[src/rtl/activate.sv]
// Activation stage: forward sigmoid (PLAN) or saturating ReLU on a Q8.8 input,
// backward scaling of the downstream error by the stored derivative.
module activate #(
  parameter int FUNC = 0
) (
  input  logic        clk,
  input  logic        rst,
  input  logic        en,
  input  logic        arg_stb,
  input  logic [15:0] arg_dat,
  output logic        arg_rdy,
  output logic        res_stb,
  output logic [7:0]  res_dat,
  input  logic        res_rdy,
  input  logic        err_stb,
  input  logic [15:0] err_dat,
  output logic        err_rdy,
  output logic        fbk_stb,
  output logic [15:0] fbk_dat,
  input  logic        fbk_rdy
);

  typedef enum logic [2:0] {ARG, FWD, RES, DEL, BWD, FBK} state_t;

  state_t state, state_next;

  logic signed [15:0] x_p0;
  logic signed [15:0] e_p0;
  logic [8:0]         act_p1;
  logic [8:0]         d_p1;
  logic [8:0]         act_fwd;
  logic [8:0]         d_fwd;
  logic signed [25:0] prod_p1;

  function automatic logic [8:0] sig_act(input logic signed [15:0] x);
    logic [16:0] a;
    logic [8:0]  yp;
    // 17-bit magnitude so that -32768 maps to +32768 instead of wrapping
    a = x[15] ? (17'd0 - {x[15], x}) : {1'b0, x};
    if (a >= 17'd1280)     yp = 9'd256;
    else if (a >= 17'd608) yp = 9'(a >> 5) + 9'd216;
    else if (a >= 17'd256) yp = 9'(a >> 3) + 9'd160;
    else                   yp = 9'(a >> 2) + 9'd128;
    return x[15] ? (9'd256 - yp) : yp;
  endfunction

  function automatic logic [8:0] sig_deriv(input logic [8:0] y9);
    logic [16:0] p;
    p = 17'(y9) * 17'(9'd256 - y9);
    return 9'(p >> 8);
  endfunction

  function automatic logic [8:0] relu_act(input logic signed [15:0] x);
    if (x <= 16'sd0)        return 9'd0;
    else if (x >= 16'sd255) return 9'd255;
    else                    return {1'b0, x[7:0]};
  endfunction

  function automatic logic [8:0] relu_deriv(input logic signed [15:0] x);
    return (x > 16'sd0 && x < 16'sd255) ? 9'd256 : 9'd0;
  endfunction

  always_comb begin
    act_fwd = 9'd0;
    d_fwd   = 9'd0;
    if (FUNC == 0) begin
      act_fwd = sig_act(x_p0);
      d_fwd   = sig_deriv(act_fwd);
    end else begin
      act_fwd = relu_act(x_p0);
      d_fwd   = relu_deriv(x_p0);
    end
  end

  // d <= 256 keeps |e*d>>8| <= |e|, so bits [23:8] never overflow
  assign prod_p1 = e_p0 * $signed({1'b0, d_p1});
  assign res_dat = act_p1[8] ? 8'hFF : act_p1[7:0];
  assign arg_rdy = (state == ARG);
  assign err_rdy = (state == DEL);

  always_ff @(posedge clk or negedge rst) begin
    if (!rst) state <= ARG;
    else      state <= state_next;
  end

  always_comb begin
    state_next = state;
    case (state)
      ARG:     if (arg_stb) state_next = FWD;
      FWD:     state_next = RES;
      RES:     if (res_rdy) state_next = en ? DEL : ARG;
      DEL:     if (err_stb) state_next = BWD;
      BWD:     state_next = FBK;
      FBK:     if (fbk_rdy) state_next = ARG;
      default: state_next = ARG;
    endcase
  end

  // stage p0: operand capture; stage p1: activation/derivative and delta
  always_ff @(posedge clk or negedge rst) begin
    if (!rst) begin
      x_p0    <= '0;
      e_p0    <= '0;
      act_p1  <= '0;
      d_p1    <= '0;
      res_stb <= 1'b0;
      fbk_stb <= 1'b0;
      fbk_dat <= '0;
    end else begin
      if (state == ARG && arg_stb) x_p0 <= arg_dat;
      if (state == FWD) begin
        act_p1  <= act_fwd;
        d_p1    <= d_fwd;
        res_stb <= 1'b1;
      end
      if (state == RES && res_rdy) res_stb <= 1'b0;
      if (state == DEL && err_stb) e_p0 <= err_dat;
      if (state == BWD) begin
        fbk_dat <= 16'(prod_p1 >>> 8);
        fbk_stb <= 1'b1;
      end
      if (state == FBK && fbk_rdy) fbk_stb <= 1'b0;
    end
  end

endmodule

[config.mk]
export PLATFORM = sky130hd
export DESIGN_NAME = activate
export DESIGN_NICKNAME = d
export VERILOG_FILES = /design/src/rtl/activate.sv
export SDC_FILE = /design/constraint.sdc
export NUM_CORES = 1
export LEC_CHECK = 0
export CELL_PAD_IN_SITES_DETAIL_PLACEMENT = 0
export CELL_PAD_IN_SITES_GLOBAL_PLACEMENT = 1
export CORE_ASPECT_RATIO = 0.7
export CORE_MARGIN = 2
export CORE_UTILIZATION = 30
export CTS_BUF_LIST = sky130_fd_sc_hd__clkbuf_8
export DETAILED_ROUTE_END_ITERATION = 10
export PLACE_DENSITY = 0.57
export SLEW_MARGIN = 25
export SYNTH_ARGS = -nofsm -noshare
export SYNTH_HDL_FRONTEND = slang
export SYNTH_SLANG_ARGS = --single-unit
[constraint.sdc]
create_clock -name clk -period 28.6 [get_ports clk]
set_input_delay 2.86 -clock clk [delete_from_list [all_inputs] [get_ports clk]]
set_output_delay 2.86 -clock clk [all_outputs]
set_load 0.05 [all_outputs]
# After elaboration in Yosys (flattened, before gate mapping)

Cells that the tools add are included.
Widths: inputs -> output; s select.

Add/sub/neg operators: 6
$mul: 2
Divide/modulo/power cells: 0
Magnitude comparators: 3
Equality and inequality tests: 9
Shift operators: 0
Muxes and demuxes: 16
Bitwise logic cells: 0
Reductions and logical operators: 8

Operators by type and width:

| kind                  | count |
|---|---|
| $mux 9                | 4 |
| $add 9x8->9 const B   | 3 |
| $mul 16x10->24        | 1 |
| $pmux 3 s6            | 1 |
| $ge 17x10->1 const B  | 1 |
| $ge 17x11->1 const B  | 1 |
| $ge 17x9->1 const B   | 1 |
| $mul 10x10->17        | 1 |
| $mux 17               | 1 |
| $sub 1x16->17 const A | 1 |
| $mux 3                | 4 |
| $sub 9x9->10 const A  | 1 |
| $sub 9x9->9 const A   | 1 |
| $mux 8                | 1 |
| $ne 2x2->1 const B    | 4 |
| $eq 3x2->1 const B    | 2 |
| $eq 3x3->1 const B    | 2 |
| $logic_and 1x1->1     | 4 |
| $mux 1                | 4 |
| $reduce_and 4->1      | 1 |
| $reduce_bool 2->1     | 2 |
| $eq 3x1->1 const B    | 1 |
| $logic_not 3->1       | 1 |
| $mux 2                | 1 |

Register bits: 71
Latch bits: 0
RAM bits: 0
Memory bits (read-only): 0
Input bits: 39
Output and inout port bits: 28
Logic and storage cells: 52
Memories kept: 0

# Longest topological paths before layout

Depth after elaboration: 10
Depth in mapped cells: 44
Depth with buffers taken out: 41

# Worst setup path after synthesis

No wires, ideal clock.

Path type: reg-to-reg
Start point: register x_p0[0]
End point: register d_p1[8]
Setup time: 0.131 ns
Arrival time: 10.000 ns
Data required time: 28.469 ns
Slack: 18.468 ns
Stages on the path, launching flop included: 43
Buffers on the path: 4
Period minus slack after synthesis: 10.132 ns
Cell sequence: dfrtp_1 > inv_1 > ha_1 > or4b_1 > buf_6 > o31ai_4 > xor2_2 > buf_2 > ha_1 > clkbuf_1 > nand2b_1 > a211o_1 > a21boi_0 > a21oi_1 > o2bb2ai_1 > nand2_1 > clkbuf_1 > ha_1 > [7 not listed] > nor2_1 > fa_1 > fa_1 > inv_1 > fa_1 > inv_1 > fa_1 > inv_1 > fa_1 > inv_1 > ha_1 > a21oi_1 > o21ai_0 > a2111oi_0 > o31ai_1 > xnor2_1 > xnor2_1 > o21ai_1

Cells in the longest elaborated chain, start to end: 10
Elaborated cells between the ends (all ways): 15
Classes of those cells: add/sub (6); mul (1); order compare (3); mux (5)

Ends and longest elaborated chain:

| item                                      | line | RTL |
|---|---|---|
| start, declared                           | 27   | `logic signed [15:0] x_p0;` |
| start signal, assigned                    | 110  | `if (state == ARG && arg_stb) x_p0 <= arg_dat;` |
| $sub 1x16->17                             | 39   | `a = x[15] ? (17'd0 - {x[15], x}) : {1'b0, x};` |
| $mux 17 *                                 | 39   |  |
| $ge 17x9->1, or another cell as far along | 42   | `else if (a >= 17'd256) yp = 9'(a >> 3) + 9'd160;` |
| $mux 9                                    | 42   |  |
| $mux 9                                    | 41   | `else if (a >= 17'd608) yp = 9'(a >> 5) + 9'd216;` |
| $mux 9 *                                  | 40   | `if (a >= 17'd1280) yp = 9'd256;` |
| $sub 9x9->9                               | 44   | `return x[15] ? (9'd256 - yp) : yp;` |
| $mux 9 *                                  | 44   |  |
| via act_fwd[1]                            | 31   | `logic [8:0] act_fwd;` |
| $sub 9x9->10                              | 49   | `p = 17'(y9) * 17'(9'd256 - y9);` |
| $mul 10x10->17 *                          | 49   |  |
| end signal, assigned                      | 113  | `d_p1 <= d_fwd;` |
| end, declared                             | 30   | `logic [8:0] d_p1;` |

Mark *: on every way through the listed nets, which the timed path passes. The rest lies on a longest branch.
A chain may end at the register's enable or synchronous reset.

# Worst setup path after layout

Same ends and word-level chain as after synthesis.

==> flow_metrics.tcl <==
set metrics [dict create \
    die_area_um2 41100 \
    synth-seq-cells 71 \
    wire_length_of_the_first_global_routing_pass_um 48500 \
    timing.fmax_ghz 0.0834 \
    holdBufCountCts 0 \
    insertedDiodeCount 0 \
    slowest_stage "a2111oi_0" \
    initial_core_util_pct 30.6 \
    number_of_global_route_vias_before_repair 8629 \
    maxSlewHeadroom_pct 43.7 \
    drc 0 \
    cts.clk_slew.worst_paths_ns 0.09 \
    clockBufferDepth 2 \
    area.growth.synth_to_final_pct 11.4 \
    route.final.wire_length_um 28900 \
    grtUsageTotal_pct 15.2 \
    reg2reg_to "d_p1[8]" \
    drt_first_pass_iters 4 \
    final.setup.tns_ns 0 \
    grt_overflow_total 0 \
    rsz0062_at_grt "no" \
    cap_violations 0 \
    ys_top_cells_by_count "223 x inv_1, 168 x fa_1, 120 x nand2_1" \
    place.detailed.hpwl_um 23400 \
    worst_ep_required_time_ns 28.89 \
    cpMostUsedCell "inv_1" \
    vias 8425 \
    worst-r2r-setup-slack_ns 16.61 \
    synth.yosys.seq_area_share_pct 15.0 \
    fin_skew_ns 0.0173 \
    post_synth_num_cell_types 82 \
    wl_per_cell_um 15.6 \
    first_iter_violations 430 \
    worst_margin_slew_ns 0.841 \
    layout-drive-gt1-share_pct 8.95 \
    syn_nets 1614 \
    cts_root_buf "clkbuf_8" \
    final-instance-count-excl-fill 1845 \
    synth_edf_count 0 \
    hold_path.class "reg -> reg" \
    viasPerCell 4.57 \
    synth_area_per_cell_um2 9.16 \
    cp_data_arrival_time_ns 12.29 \
    cp_slowest_stage_delay_ns 0.75 \
    die_width_um 241 \
    setup_viol 0 \
    gpl.final_weighted_congestion 0.800 \
    ioPinCount 67 \
    cts_setup_buffers 0 \
    hold_viol 0 \
    detail-route-antenna-nets 0 \
    top_area_cell_type_share_of_the_netlist_area_pct 28.4 \
    core.rowCount 60 \
    design.final.nets 1634 \
    status "finished, final reports clean" \
    synth_warnings 0 \
    postSynthCellCount 1293 \
    clock_tree.htree_level_count 3 \
    chipHeight_um 170 \
    layout_worst_path_cycle_share_pct 41.9 \
    insertion_delay_ns 0.41 \
    ys_top_cells_by_area "fa_1 28%, dfrtp_1 15%, ha_1 12%" \
    crit_start "x_p0[0]" \
    number_of_antenna_violations_at_the_first_check_in_global_routing 0 \
    fraction_of_registers_with_async_set_reset_pct 100 \
    postCtsResizedCells 0 \
    clock_sink_count 71 \
    setup.worst_path.class "reg -> reg" \
    critical_path_peak_fanout 18 \
    maxSlewViolCount 0 \
    ff2ff_path_depth 39 \
    fin_crit_ns 11.99 \
    cts_tree "yes" \
    crit_path_start_kind "register" \
    yosys_most_used_dff "dfrtp_1" \
    io_buffer_count 66 \
    placed_cells 1829 \
    synth_top_area_cell "fa_1" \
    core-area_um2 38700 \
    r2r_start "x_p0[0]" \
    worst_setup_ep "d_p1[8]" \
    post-synth-top-count-cell "inv_1" \
    syn_area_um2 11800 \
    pin_count_of_the_biggest_net_entering_global_routing 72 \
    cts_inserted_buffers 9 \
    end_kind "register" \
]
## cells in the final DEF, fill, tap and decap left out, types with 3 or more instances in the layout
master / synthesis / final
o21ai_0: 48 / 48
dfrtp_1: 71 / 71
o211ai_1: 6 / 6
inv_2: 3 / 3
mux2i_1: 8 / 8
a211oi_2: 3 / 3
clkdlybuf4s50_1: 0 / 65
nand4_1: 3 / 3
nor3_1: 10 / 10
nand3_1: 12 / 11
nor2_1: 73 / 73
nand2b_1: 12 / 12
a21oi_1: 26 / 26
xor2_1: 18 / 18
o211ai_2: 3 / 3
o21a_1: 8 / 8
buf_4: 0 / 5
o2111a_1: 3 / 3
o31ai_1: 6 / 6
nor2b_1: 11 / 11
or3_1: 5 / 5
mux2_2: 31 / 31
inv_1: 223 / 223
o32ai_1: 3 / 3
clkbuf_8: 0 / 9
and4_1: 4 / 4
or2_2: 31 / 31
nand3b_1: 3 / 3
and2_1: 96 / 96
fa_1: 168 / 168
a31oi_1: 4 / 4
a21o_1: 7 / 7
ha_1: 114 / 114
nand2_1: 120 / 120
clkinv_4: 0 / 3
and3_1: 6 / 6
a31o_2: 3 / 3
xnor2_1: 32 / 31
bufinv_16: 0 / 3
xor2_2: 3 / 3
## cell type report
type                       count  area, um2
clock buffer                   9        124
inverter                     226        848
multi-input combinational    934       8960
timing repair buffer          71        699
tap                          527        659
fill                        4081      25500
sequential                    71       1780
clock inverter                 7        121
## registers in the layout (all words and copies together) (netlist names)
name     cells
e_p0        16
act_p1       9
fbk_stb      1
fbk_dat     16
state        3
res_stb      1
x_p0        16
d_p1         9
## stage by stage
step                      setup WS (ns)  util [%]  hold WS, ns  cell area, um2
after floorplan                   18.47         -        0.442           11800
after global placement            16.87      33.4        0.462           12900
after detailed placement          16.67      33.5        0.463           12900
after CTS                         16.61      34.1        0.480           13200
after global routing              15.40      34.1        0.502           13200
final                             16.61      34.1        0.473           13200
## cells by family after synthesis
| group | count (synthesis) | synth area share, % |
|---|---|---|
| XOR/XNOR | 54 | 4.25 |
| flip-flops | 71 | 15.0 |
| buffers and inverters | 288 | 9.40 |
| AO/OA/AOI/OAI | 153 | 9.47 |
| multiplexers | 40 | 3.75 |
| AND/OR/NAND/NOR | 405 | 17.7 |
| adder cells (fa/ha/maj) | 282 | 40.5 |
## critical path: cells and delay by family (launching register included)
kind	cells	cell delay, ns
adder cells (fa/ha/maj)	10	4.37
AO/OA/AOI/OAI	11	2.79
AND/OR/NAND/NOR	8	2.78
XOR/XNOR	3	0.91
buffers and inverters	7	0.56
flip-flops	1	0.44
## worst min-delay path by stage
stage / start / end / slack, ns / depth (start not counted)
detailed placement: act_p1[3] / act_p1[3] / 0.46 / 2
floorplan: act_p1[0] / act_p1[0] / 0.44 / 2
global placement: act_p1[7] / act_p1[7] / 0.46 / 2
global route: act_p1[3] / act_p1[3] / 0.50 / 2
finish: act_p1[3] / act_p1[3] / 0.47 / 2
CTS: act_p1[3] / act_p1[3] / 0.48 / 2
## layer usage
layer | share of wire, % | GRT usage, % | vias to the layer above
met1 | 55 | 24.1 | 4192
met4 | 0.86 | 2.60 | 0
li1 | - | - | 4115
met2 | 41 | 21.4 | 103
met5 | 0 | 0 | -
met3 | 3.2 | 2.61 | 15
Power is not shown: default switching activity piles up to over one toggle a cycle in this logic, so the estimate is an artifact.
